==> src/rtl/ann_pkg.sv <==
// Shared definitions for the layer scheduler: Q7.24 format, FSM states and
// weight-bank field selectors.
package ann_pkg;

  localparam int unsigned Q_DWIDTH = 32;
  localparam int unsigned Q_FRAC   = 24;

  typedef enum logic [1:0] {
    StIdle,
    StIssue,
    StCapture,
    StEmit
  } sched_state_e;

  localparam logic [1:0] CFG_SEL_WA   = 2'd0;
  localparam logic [1:0] CFG_SEL_WB   = 2'd1;
  localparam logic [1:0] CFG_SEL_BIAS = 2'd2;
  localparam logic [1:0] CFG_SEL_RSVD = 2'd3;

endpackage

==> src/rtl/perceptron_wbank.sv <==
// Per-neuron weight bank {wa, wb, bias}: one write port, one combinational
// read port.
module perceptron_wbank
  import ann_pkg::*;
#(
  parameter int unsigned DWIDTH  = Q_DWIDTH,
  parameter int unsigned NEURONS = 4,
  parameter int unsigned NIDX    = $clog2(NEURONS)
) (
  input  logic              clk,
  input  logic              rst_n,
  input  logic              i_we,
  input  logic [NIDX-1:0]   i_waddr,
  input  logic [1:0]        i_wsel,
  input  logic [DWIDTH-1:0] i_wdata,
  input  logic [NIDX-1:0]   i_raddr,
  output logic [DWIDTH-1:0] o_wa,
  output logic [DWIDTH-1:0] o_wb,
  output logic [DWIDTH-1:0] o_bias
);

  logic [DWIDTH-1:0] r_wa   [NEURONS];
  logic [DWIDTH-1:0] r_wb   [NEURONS];
  logic [DWIDTH-1:0] r_bias [NEURONS];

  logic w_waddr_ok;
  logic w_raddr_ok;

  // Only matters when NEURONS is not a power of two.
  assign w_waddr_ok = (32'(i_waddr) < NEURONS);
  assign w_raddr_ok = (32'(i_raddr) < NEURONS);

  always_ff @(posedge clk or negedge rst_n) begin
    if (!rst_n) begin
      for (int unsigned i = 0; i < NEURONS; i++) begin
        r_wa[i]   <= '0;
        r_wb[i]   <= '0;
        r_bias[i] <= '0;
      end
    end else if (i_we && w_waddr_ok) begin
      case (i_wsel)
        CFG_SEL_WA:   r_wa[i_waddr]   <= i_wdata;
        CFG_SEL_WB:   r_wb[i_waddr]   <= i_wdata;
        CFG_SEL_BIAS: r_bias[i_waddr] <= i_wdata;
        default: ;
      endcase
    end
  end

  assign o_wa   = w_raddr_ok ? r_wa[i_raddr]   : '0;
  assign o_wb   = w_raddr_ok ? r_wb[i_raddr]   : '0;
  assign o_bias = w_raddr_ok ? r_bias[i_raddr] : '0;

endmodule

==> src/rtl/perceptron_sched.sv <==
// Time-multiplexes one shared perceptron across NEURONS logical neurons: one
// input pair per pass, results streamed out in neuron index order.
module perceptron_sched
  import ann_pkg::*;
#(
  parameter int unsigned DWIDTH  = Q_DWIDTH,
  parameter int unsigned NEURONS = 4,
  parameter int unsigned NIDX    = $clog2(NEURONS)
) (
  input  logic              clk,
  input  logic              rst_n,
  input  logic              i_cfg_we,
  input  logic [NIDX-1:0]   i_cfg_addr,
  input  logic [1:0]        i_cfg_sel,
  input  logic [DWIDTH-1:0] i_cfg_data,
  output logic              o_cfg_err,
  input  logic              i_in_valid,
  output logic              o_in_ready,
  input  logic [DWIDTH-1:0] i_in_a,
  input  logic [DWIDTH-1:0] i_in_b,
  output logic [DWIDTH-1:0] o_p_a,
  output logic [DWIDTH-1:0] o_p_b,
  output logic [DWIDTH-1:0] o_p_wa,
  output logic [DWIDTH-1:0] o_p_wb,
  output logic [DWIDTH-1:0] o_p_bias,
  input  logic [DWIDTH-1:0] i_p_out,
  output logic              o_out_valid,
  input  logic              i_out_ready,
  output logic [DWIDTH-1:0] o_out_data,
  output logic [NIDX-1:0]   o_out_idx,
  output logic              o_out_last,
  output logic              o_busy
);

  localparam logic [NIDX-1:0] LastIdx = NIDX'(NEURONS - 1);

  sched_state_e      r_state;
  logic [NIDX-1:0]   r_idx;
  logic [DWIDTH-1:0] r_p_a, r_p_b, r_p_wa, r_p_wb, r_p_bias;
  logic              r_out_valid;
  logic [DWIDTH-1:0] r_out_data;
  logic [NIDX-1:0]   r_out_idx;
  logic              r_out_last;
  logic              r_cfg_err;

  logic              w_busy;
  logic              w_accept;
  logic              w_cfg_ok;
  logic              w_cfg_drop;
  logic [NIDX-1:0]   w_rd_idx;
  logic [DWIDTH-1:0] w_bank_wa, w_bank_wb, w_bank_bias;
  logic [DWIDTH-1:0] w_next_wa, w_next_wb, w_next_bias;

  assign w_busy     = (r_state != StIdle);
  assign o_in_ready = rst_n && !w_busy;
  assign w_accept   = i_in_valid && o_in_ready;
  assign w_cfg_ok   = i_cfg_we && !w_busy && (i_cfg_sel != CFG_SEL_RSVD);
  assign w_cfg_drop = i_cfg_we && !w_cfg_ok;

  // Bank entry that will be loaded onto p_* at the next transition into ISSUE.
  assign w_rd_idx = w_busy ? (r_idx + NIDX'(1)) : '0;

  perceptron_wbank #(
    .DWIDTH  (DWIDTH),
    .NEURONS (NEURONS),
    .NIDX    (NIDX)
  ) u_wbank (
    .clk     (clk),
    .rst_n   (rst_n),
    .i_we    (w_cfg_ok),
    .i_waddr (i_cfg_addr),
    .i_wsel  (i_cfg_sel),
    .i_wdata (i_cfg_data),
    .i_raddr (w_rd_idx),
    .o_wa    (w_bank_wa),
    .o_wb    (w_bank_wb),
    .o_bias  (w_bank_bias)
  );

  // Forward a write landing on the same edge as the accept into the first issue.
  always_comb begin
    w_next_wa   = w_bank_wa;
    w_next_wb   = w_bank_wb;
    w_next_bias = w_bank_bias;
    if (w_cfg_ok && (i_cfg_addr == w_rd_idx)) begin
      case (i_cfg_sel)
        CFG_SEL_WA:   w_next_wa   = i_cfg_data;
        CFG_SEL_WB:   w_next_wb   = i_cfg_data;
        CFG_SEL_BIAS: w_next_bias = i_cfg_data;
        default: ;
      endcase
    end
  end

  always_ff @(posedge clk or negedge rst_n) begin
    if (!rst_n) begin
      r_state     <= StIdle;
      r_idx       <= '0;
      r_p_a       <= '0;
      r_p_b       <= '0;
      r_p_wa      <= '0;
      r_p_wb      <= '0;
      r_p_bias    <= '0;
      r_out_valid <= 1'b0;
      r_out_data  <= '0;
      r_out_idx   <= '0;
      r_out_last  <= 1'b0;
      r_cfg_err   <= 1'b0;
    end else begin
      r_cfg_err <= w_cfg_drop;
      unique case (r_state)
        StIdle: begin
          if (w_accept) begin
            r_p_a    <= i_in_a;
            r_p_b    <= i_in_b;
            r_p_wa   <= w_next_wa;
            r_p_wb   <= w_next_wb;
            r_p_bias <= w_next_bias;
            r_idx    <= '0;
            r_state  <= StIssue;
          end
        end
        StIssue: begin
          r_state <= StCapture;
        end
        StCapture: begin
          r_out_data  <= i_p_out;
          r_out_idx   <= r_idx;
          r_out_last  <= (r_idx == LastIdx);
          r_out_valid <= 1'b1;
          r_state     <= StEmit;
        end
        StEmit: begin
          if (r_out_valid && i_out_ready) begin
            r_out_valid <= 1'b0;
            if (r_idx == LastIdx) begin
              r_state <= StIdle;
            end else begin
              r_idx    <= w_rd_idx;
              r_p_wa   <= w_next_wa;
              r_p_wb   <= w_next_wb;
              r_p_bias <= w_next_bias;
              r_state  <= StIssue;
            end
          end
        end
        default: r_state <= StIdle;
      endcase
    end
  end

  assign o_p_a       = r_p_a;
  assign o_p_b       = r_p_b;
  assign o_p_wa      = r_p_wa;
  assign o_p_wb      = r_p_wb;
  assign o_p_bias    = r_p_bias;
  assign o_out_valid = r_out_valid;
  assign o_out_data  = r_out_data;
  assign o_out_idx   = r_out_idx;
  assign o_out_last  = r_out_last;
  assign o_cfg_err   = r_cfg_err;
  assign o_busy      = w_busy;

endmodule
==> config.mk <==
export PLATFORM = sky130hd
export DESIGN_NAME = perceptron_sched
export DESIGN_NICKNAME = d
export VERILOG_FILES = /design/src/rtl/ann_pkg.sv /design/src/rtl/perceptron_wbank.sv /design/src/rtl/perceptron_sched.sv
export SDC_FILE = /design/constraint.sdc
export NUM_CORES = 1
export LEC_CHECK = 0
export CAP_MARGIN = 30
export CORE_ASPECT_RATIO = 0.9
export CORE_UTILIZATION = 60
export DETAILED_ROUTE_END_ITERATION = 10
export GPL_ROUTABILITY_DRIVEN = 0
export GPL_TIMING_DRIVEN = 0
export PLACE_DENSITY = 0.86
export SYNTH_ARGS = -nofsm -noshare
export SYNTH_HDL_FRONTEND = slang
export SYNTH_SLANG_ARGS = --single-unit
==> constraint.sdc <==
create_clock -name clk -period 4.64 [get_ports clk]
set_clock_uncertainty 0.05 [all_clocks]
set_input_delay 0.464 -clock clk [delete_from_list [all_inputs] [get_ports clk]]
set_output_delay 0.464 -clock clk [all_outputs]
set_load 0.05 [all_outputs]
# ---- Yosys cells after proc, flatten, opt, wreduce, memory -nomap -nowiden
# Index checks and enable logic that the tools add are counted.
# Widths: inputs -> output; s select.
dict set report totals {
  output_inout_bits 199
  elab_cells 106
  regBits 585
}
dict set report classes {
  bitwise_logic 2
  mux 43
  n_lt_le_gt_ge 3
  reduce_logical 22
  eq_ne 11
  add_sub_neg 1
}
# op n
set op_table {}
lappend op_table {{$mux 32} 22}
lappend op_table {{$bwmux 128} 3}
lappend op_table {{$bmux 32 s2} 3}
lappend op_table {{$pmux 32 s2} 3}
lappend op_table {{$demux 32 s2} 1}
lappend op_table {{$mux 2} 6}
lappend op_table {{$reduce_and 2->1} 6}
lappend op_table {{$eq 2x2->1 const B} 4}
lappend op_table {{$logic_and 1x1->1} 8}
lappend op_table {{$ne 2x2->1 const B} 4}
lappend op_table {{$pmux 2 s4} 1}
lappend op_table {{$ge 3x3->1 const B} 2}
lappend op_table {{$not 2->3} 2}
lappend op_table {{$reduce_bool 2->1} 3}
lappend op_table {{$eq 2x1->1 const B} 2}
lappend op_table {{$logic_not 2->1} 2}
lappend op_table {{$pmux 2 s2} 1}
lappend op_table {{$reduce_and 4->1} 1}
lappend op_table {{$lt 3x1->1 const B} 1}
lappend op_table {{$add 2x1->2 const B} 1}
lappend op_table {{$eq 2x2->1} 1}
lappend op_table {{$logic_not 1->1} 2}
lappend op_table {{$mux 1} 2}
lappend op_table {{$pmux 1 s2} 1}

# ---- Longest topological paths before layout
dict set report logic_depth {
  depth_word 11
  depth_mapped 11
}

# ---- By module
# A second synthesis with hierarchy kept.
dict set report unflattened {
  cells_unflattened 1811
  area_unflattened_um2 25949.9
}
# module seq_area_each_um2 cells_per_inst n_inst area_per_inst_um2
set modules_own_cells {}
lappend modules_own_cells {perceptron_wbank 9609.2 977 1 16622.2}
lappend modules_own_cells {perceptron_sched 5029.8 834 1 9327.7}

# ---- Worst setup path before layout
# OpenSTA, ideal clock, no wires.
dict set report synth_path {
  kind {reg2reg}
  from {register r_state[0]}
  to {register r_p_a[0], in the netlist o_p_a[0]}
  slack_ns 2.415
  path_buffers 2
  t_arrival_ns 2.050
  setup_time_ns 0.125
  stages_incl_launch_ff 8
  t_required_ns 4.465
  path_cell_list {dfrtp_1 > inv_1 > ha_1 > buf_6 > and2_1 > nand3_1 > buf_2 > mux2_2}
}
dict set report synth_between {
  elab_chain_len 5
  word_cells_on_any_way 6
  cone_classes {reduce/logical: 6}
}
# element line_no
set synth_rtl {}
lappend synth_rtl {{start, declared} perceptron_sched.sv:37} ;# sched_state_e r_state;
lappend synth_rtl {{start signal, assigned} perceptron_sched.sv:97} ;# r_state <= StIdle;
lappend synth_rtl {{start signal, assigned} perceptron_sched.sv:120} ;# r_state <= StIssue;
lappend synth_rtl {{start signal, assigned} perceptron_sched.sv:124} ;# r_state <= StCapture;
lappend synth_rtl {{$reduce_bool 2->1} perceptron_sched.sv:54} ;# assign w_busy = (r_state != StIdle);
lappend synth_rtl {{$logic_not 1->1} perceptron_sched.sv:55} ;# assign o_in_ready = rst_n && !w_busy;
lappend synth_rtl {{$logic_and 1x1->1} perceptron_sched.sv:55}
lappend synth_rtl {{named net o_in_ready} perceptron_sched.sv:18} ;# output logic o_in_ready,
lappend synth_rtl {{$logic_and 1x1->1} perceptron_sched.sv:56} ;# assign w_accept = i_in_valid && o_in_ready;
lappend synth_rtl {{$reduce_and 2->1 (no source line)} -}
lappend synth_rtl {{end signal, assigned} perceptron_sched.sv:114} ;# r_p_a <= i_in_a;
lappend synth_rtl {{end, declared} perceptron_sched.sv:39} ;# logic [DWIDTH-1:0] r_p_a, r_p_b, r_p_wa, r_p_wb, r_p_bias;
# The timed path passes the listed nets, and every way through them passes these cells.
# A chain may end at the register's enable or synchronous reset.

# ---- Final worst setup path
dict set report layout_path {
  from {input rst_n}
  to {register r_p_bias[9], in the netlist o_p_bias[9]}
}
dict set report layout_between {
  elab_chain_len 4
}
# element line_no
set layout_rtl {}
lappend layout_rtl {{start, declared} perceptron_sched.sv:11} ;# input logic rst_n,
lappend layout_rtl {{$logic_and 1x1->1} perceptron_sched.sv:55}
lappend layout_rtl {{$logic_and 1x1->1} perceptron_sched.sv:56}
lappend layout_rtl {{$ne 2x2->1 (no source line)} -}
lappend layout_rtl {{$reduce_and 4->1 (no source line)} -}
lappend layout_rtl {{end signal, assigned} perceptron_sched.sv:118} ;# r_p_bias <= w_next_bias;
lappend layout_rtl {{end signal, assigned} perceptron_sched.sv:142} ;# r_p_bias <= w_next_bias;
lappend layout_rtl {{end, declared} perceptron_sched.sv:39}
# Every way passes these cells.

==> impl_metrics.yaml <==
synth:
  synth.avg_cell_area_sq_um: 14.3
  synthesis.nets: 1902
  yosysTopAreaCell: "dfrtp_1"
  synthCells: 1760
  seq_area_frac_synth: 0.583
  synth-warning-count: 0
  syn_area_sq_mm: 0.0251
  ys_ff_latch: 585
  yosysTopAreaCellShare: 0.583
  synthDistinctLibCells: 37
  synth_area_leaders: "dfrtp_1 58%, mux2_2 18%, mux4_2 8.6%, mux2_1 3.8%, nand2_1 3.0%"
floorplan:
  dieArea_sq_mm: 0.0427
  top_level_ports: 336
  coreArea_sq_mm: 0.0409
  placementRows: 70
  start_util: 0.614
  fp.dieW_um: 218
  die_h_um: 196
worst_setup_path:
  crit_fanout: 120
  worstSetupPathType: "input pin to flip-flop"
  endpoint_kind: "flip-flop"
  start_kind: "input pin"
  worstPathRequired_ns: 5.02
  crit_arrival_ns: 4.56
clocking:
  cts_sinks: 585
  cts.htree.levels: 2
  cts_setup_buffers: 0
  ctsResizeCount: 0
  clkLatencyLatePin_ns: 0.61
  cts-root-buf: "clkbuf_16"
  clk_pin_slew_ns: 0.06
  clockBufferDepth: 3
  cts_buffers: 57
  cts_tree: "yes"
power:
  power_frac_comb: 0.460
  switching_share: 0.399
  p_seq_frac: 0.349
  intPower_mw: 15.5
  p_switching_mw: 10.3
  p_leak_nw: 13.9
  cellPowerDensity_mw_per_mm2: 822
  vdd_drop_max_mv: 0.675
  pwr-share-clk: 0.191
  power_mw: 25.7
sta:
  fmax_ghz: 0.239
  post-route-period-util: 0.901
  setup_violations: 0
  rsz0062_at_grt: "false"
  slew-limit-headroom: 0.332
  finalMaxSlewViolations: 0
  hold_violations: 0
  layout_min_cycle_time_ns: 4.18
  worst_pin_slew_ns: 1.00
  finalSetupTns_ns: 0
routing:
  drc: 0
  wire_per_inst_um: 25.4
  routed_wl_mm: 69.8
  antenna_left: 0
  first_pass_iters: 6
  avgViaCountPerCell: 6.15
  drt-initial-drc-count: 1425
  num_vias: 16928
placement:
  dp.cells: 2640
  hpwl_mm: 47.5
  placedInstanceArea_sq_mm: 0.0293
  portBuffers: 335
final_layout:
  final_cell_mix: "585 x dfrtp_1, 398 x mux2_2, 334 x clkdlybuf4s50_1, 199 x nand2_1, 105 x nor2_1"
  multi_input_area_sq_mm: 0.00969
  nets: 2302
  stdcell_count: 2751
  fillCellCount: 2407
  area_growth_pct: 24.7
  seqCellArea_sq_mm: 0.0146
  design_area_sq_mm: 0.0313
  final_common_cell: "dfrtp_1"
  drive_above_1_share: 0.312
  postLayoutCoreUtil: 0.766
global_route:
  grt_pass1_vias: 18304
  grt_overflow_total: 0
  grt_first_pass_wirelength_mm: 107
  grt_max_degree: 129
  grt_use_total: 0.337
  antenna_found_initial: 6
outcome:
  status: "complete, no violations"
hold_path:
  min_path_type: "input pin to asynchronous set/reset pin"
flow_run:
  drv_cap: 0
==> critical path: stages <==
cell and delay (ns):
dlygate4sd3_1 0.56, buf_8 0.31, buf_16 0.45, buf_16 0.50, nand2_1 0.15, a22o_1 0.32
a211oi_4 0.48, buf_2 0.33, clkbuf_1 0.63, a31oi_1 0.21
==> synth_stat cells <==
| cell type | n |
|---|---|
| a211oi_4 | 1 |
| a21boi_0 | 1 |
| a22o_1 | 1 |
| a22oi_1 | 1 |
| a31oi_1 | 96 |
| and2_1 | 1 |
| and3_1 | 1 |
| buf_1 | 4 |
| buf_2 | 68 |
| buf_4 | 5 |
| buf_6 | 11 |
| clkbuf_1 | 57 |
| clkbuf_4 | 2 |
| dfrtp_1 | 585 |
| ha_1 | 5 |
| inv_1 | 6 |
| mux2_1 | 85 |
| mux2_2 | 398 |
| mux4_2 | 96 |
| nand2_1 | 199 |
| nand2b_1 | 4 |
| nand3_1 | 4 |
| nand4b_1 | 2 |
| nor2_1 | 105 |
| nor2_4 | 1 |
| nor2b_1 | 2 |
| nor3_1 | 1 |
| nor3_2 | 2 |
| nor4_2 | 1 |
| o21ai_0 | 5 |
| o22ai_1 | 1 |
| o31ai_1 | 1 |
| or3_1 | 2 |
| or4_1 | 2 |
| xnor2_1 | 2 |
| xor2_1 | 1 |
| xor2_2 | 1 |
==> final timing paths <==
kind                       depth (start not counted)              from               end  slack, ns
max in group asynchronous                          5             rst_n    o_out_data[23]       2.48
setup / recovery                                  10             rst_n       o_p_bias[9]       0.46
hold reg to reg                                    1  u_wbank.r_wa[88]  u_wbank.r_wa[88]       0.44
min in group clk                                   2         i_in_b[0]          o_p_b[0]       0.41
setup reg to reg                                   8        r_state[0]       o_p_bias[9]       1.59
hold / removal                                     2             rst_n  u_wbank.r_wb[10]       0.29
==> cell families (layout without fill, tap and decap cells) <==
logic type | Yosys count | after routing | synth area share
DFF | 585 | 585 | 0.583
muxes | 579 | 579 | 0.303
and+or+nand+nor | 327 | 327 | 0.0520
buffers and inverters | 153 | 600 | 0.0306
AOI/OAI and AO/OA | 107 | 107 | 0.0272
adders and majority gates | 5 | 5 | 0.00249
xor gates and xnor gates | 4 | 4 | 0.00170
other | 0 | 4 | 0
==> layer usage <==
| metal | wire length, um | GRT usage | part of all wire | up-vias |
|---|---|---|---|---|
| met5 | 30 | 0 | 0.00043 | - |
| met4 | 3500 | 0.176 | 0.050 | 4 |
| met3 | 5340 | 0.0699 | 0.076 | 214 |
| met2 | 35400 | 0.566 | 0.51 | 803 |
| met1 | 25500 | 0.413 | 0.37 | 8821 |
| li1 | - | - | - | 7086 |
==> area by class of cell <==
type | instances | share of cell area
Clock inverter | 23 | 0.00963
Multi-Input combinational cell | 1022 | 0.310
Buffer | 147 | 0.0238
Tap cell | 540 | 0.0216
Antenna cell | 4 | 0.000320
Inverter | 6 | 0.000719
Sequential cell | 585 | 0.468
Timing Repair Buffer | 341 | 0.112
Clock buffer | 83 | 0.0548
==> registers in the layout, summed over array words and instances, names as in the netlist, 32 cells and up <==
signal and cells:
o_out_data 32, o_p_a 32, o_p_b 32, o_p_bias 32, o_p_wa 32, o_p_wb 32
u_wbank.r_bias 128, u_wbank.r_wa 128, u_wbank.r_wb 128
==> power groups by stage <==
| stage | Sequential, mW | Clock (mW) | Combinational [mW] |
|---|---|---|---|
| floorplan | 11.5 | 0 | 5.16 |
| global placement | 8.85 | 0 | 11.4 |
| detailed placement | 8.96 | 0 | 11.7 |
| CTS | 8.94 | 4.98 | 11.9 |
| global route | 9.21 | 5.19 | 12.4 |
| finish | 8.98 | 4.92 | 11.8 |
==> metrics by stage <==
step           hold slack, ns  worst slack [ns]
4_1_cts                 0.285             0.481
3_5_place_dp            0.330             0.475
5_1_grt                 0.308             0.146
2_1_floorplan           0.118              2.42
3_3_place_gp            0.417            -21.58
6_report                0.289             0.458
==> timing repair <==
item	in CTS	in global routing
endpoints found under the setup margin	0	0
hold buffers	1	0
hold endpoints to repair	43	0
No activity file was read; power rests on OpenSTA's default activity.
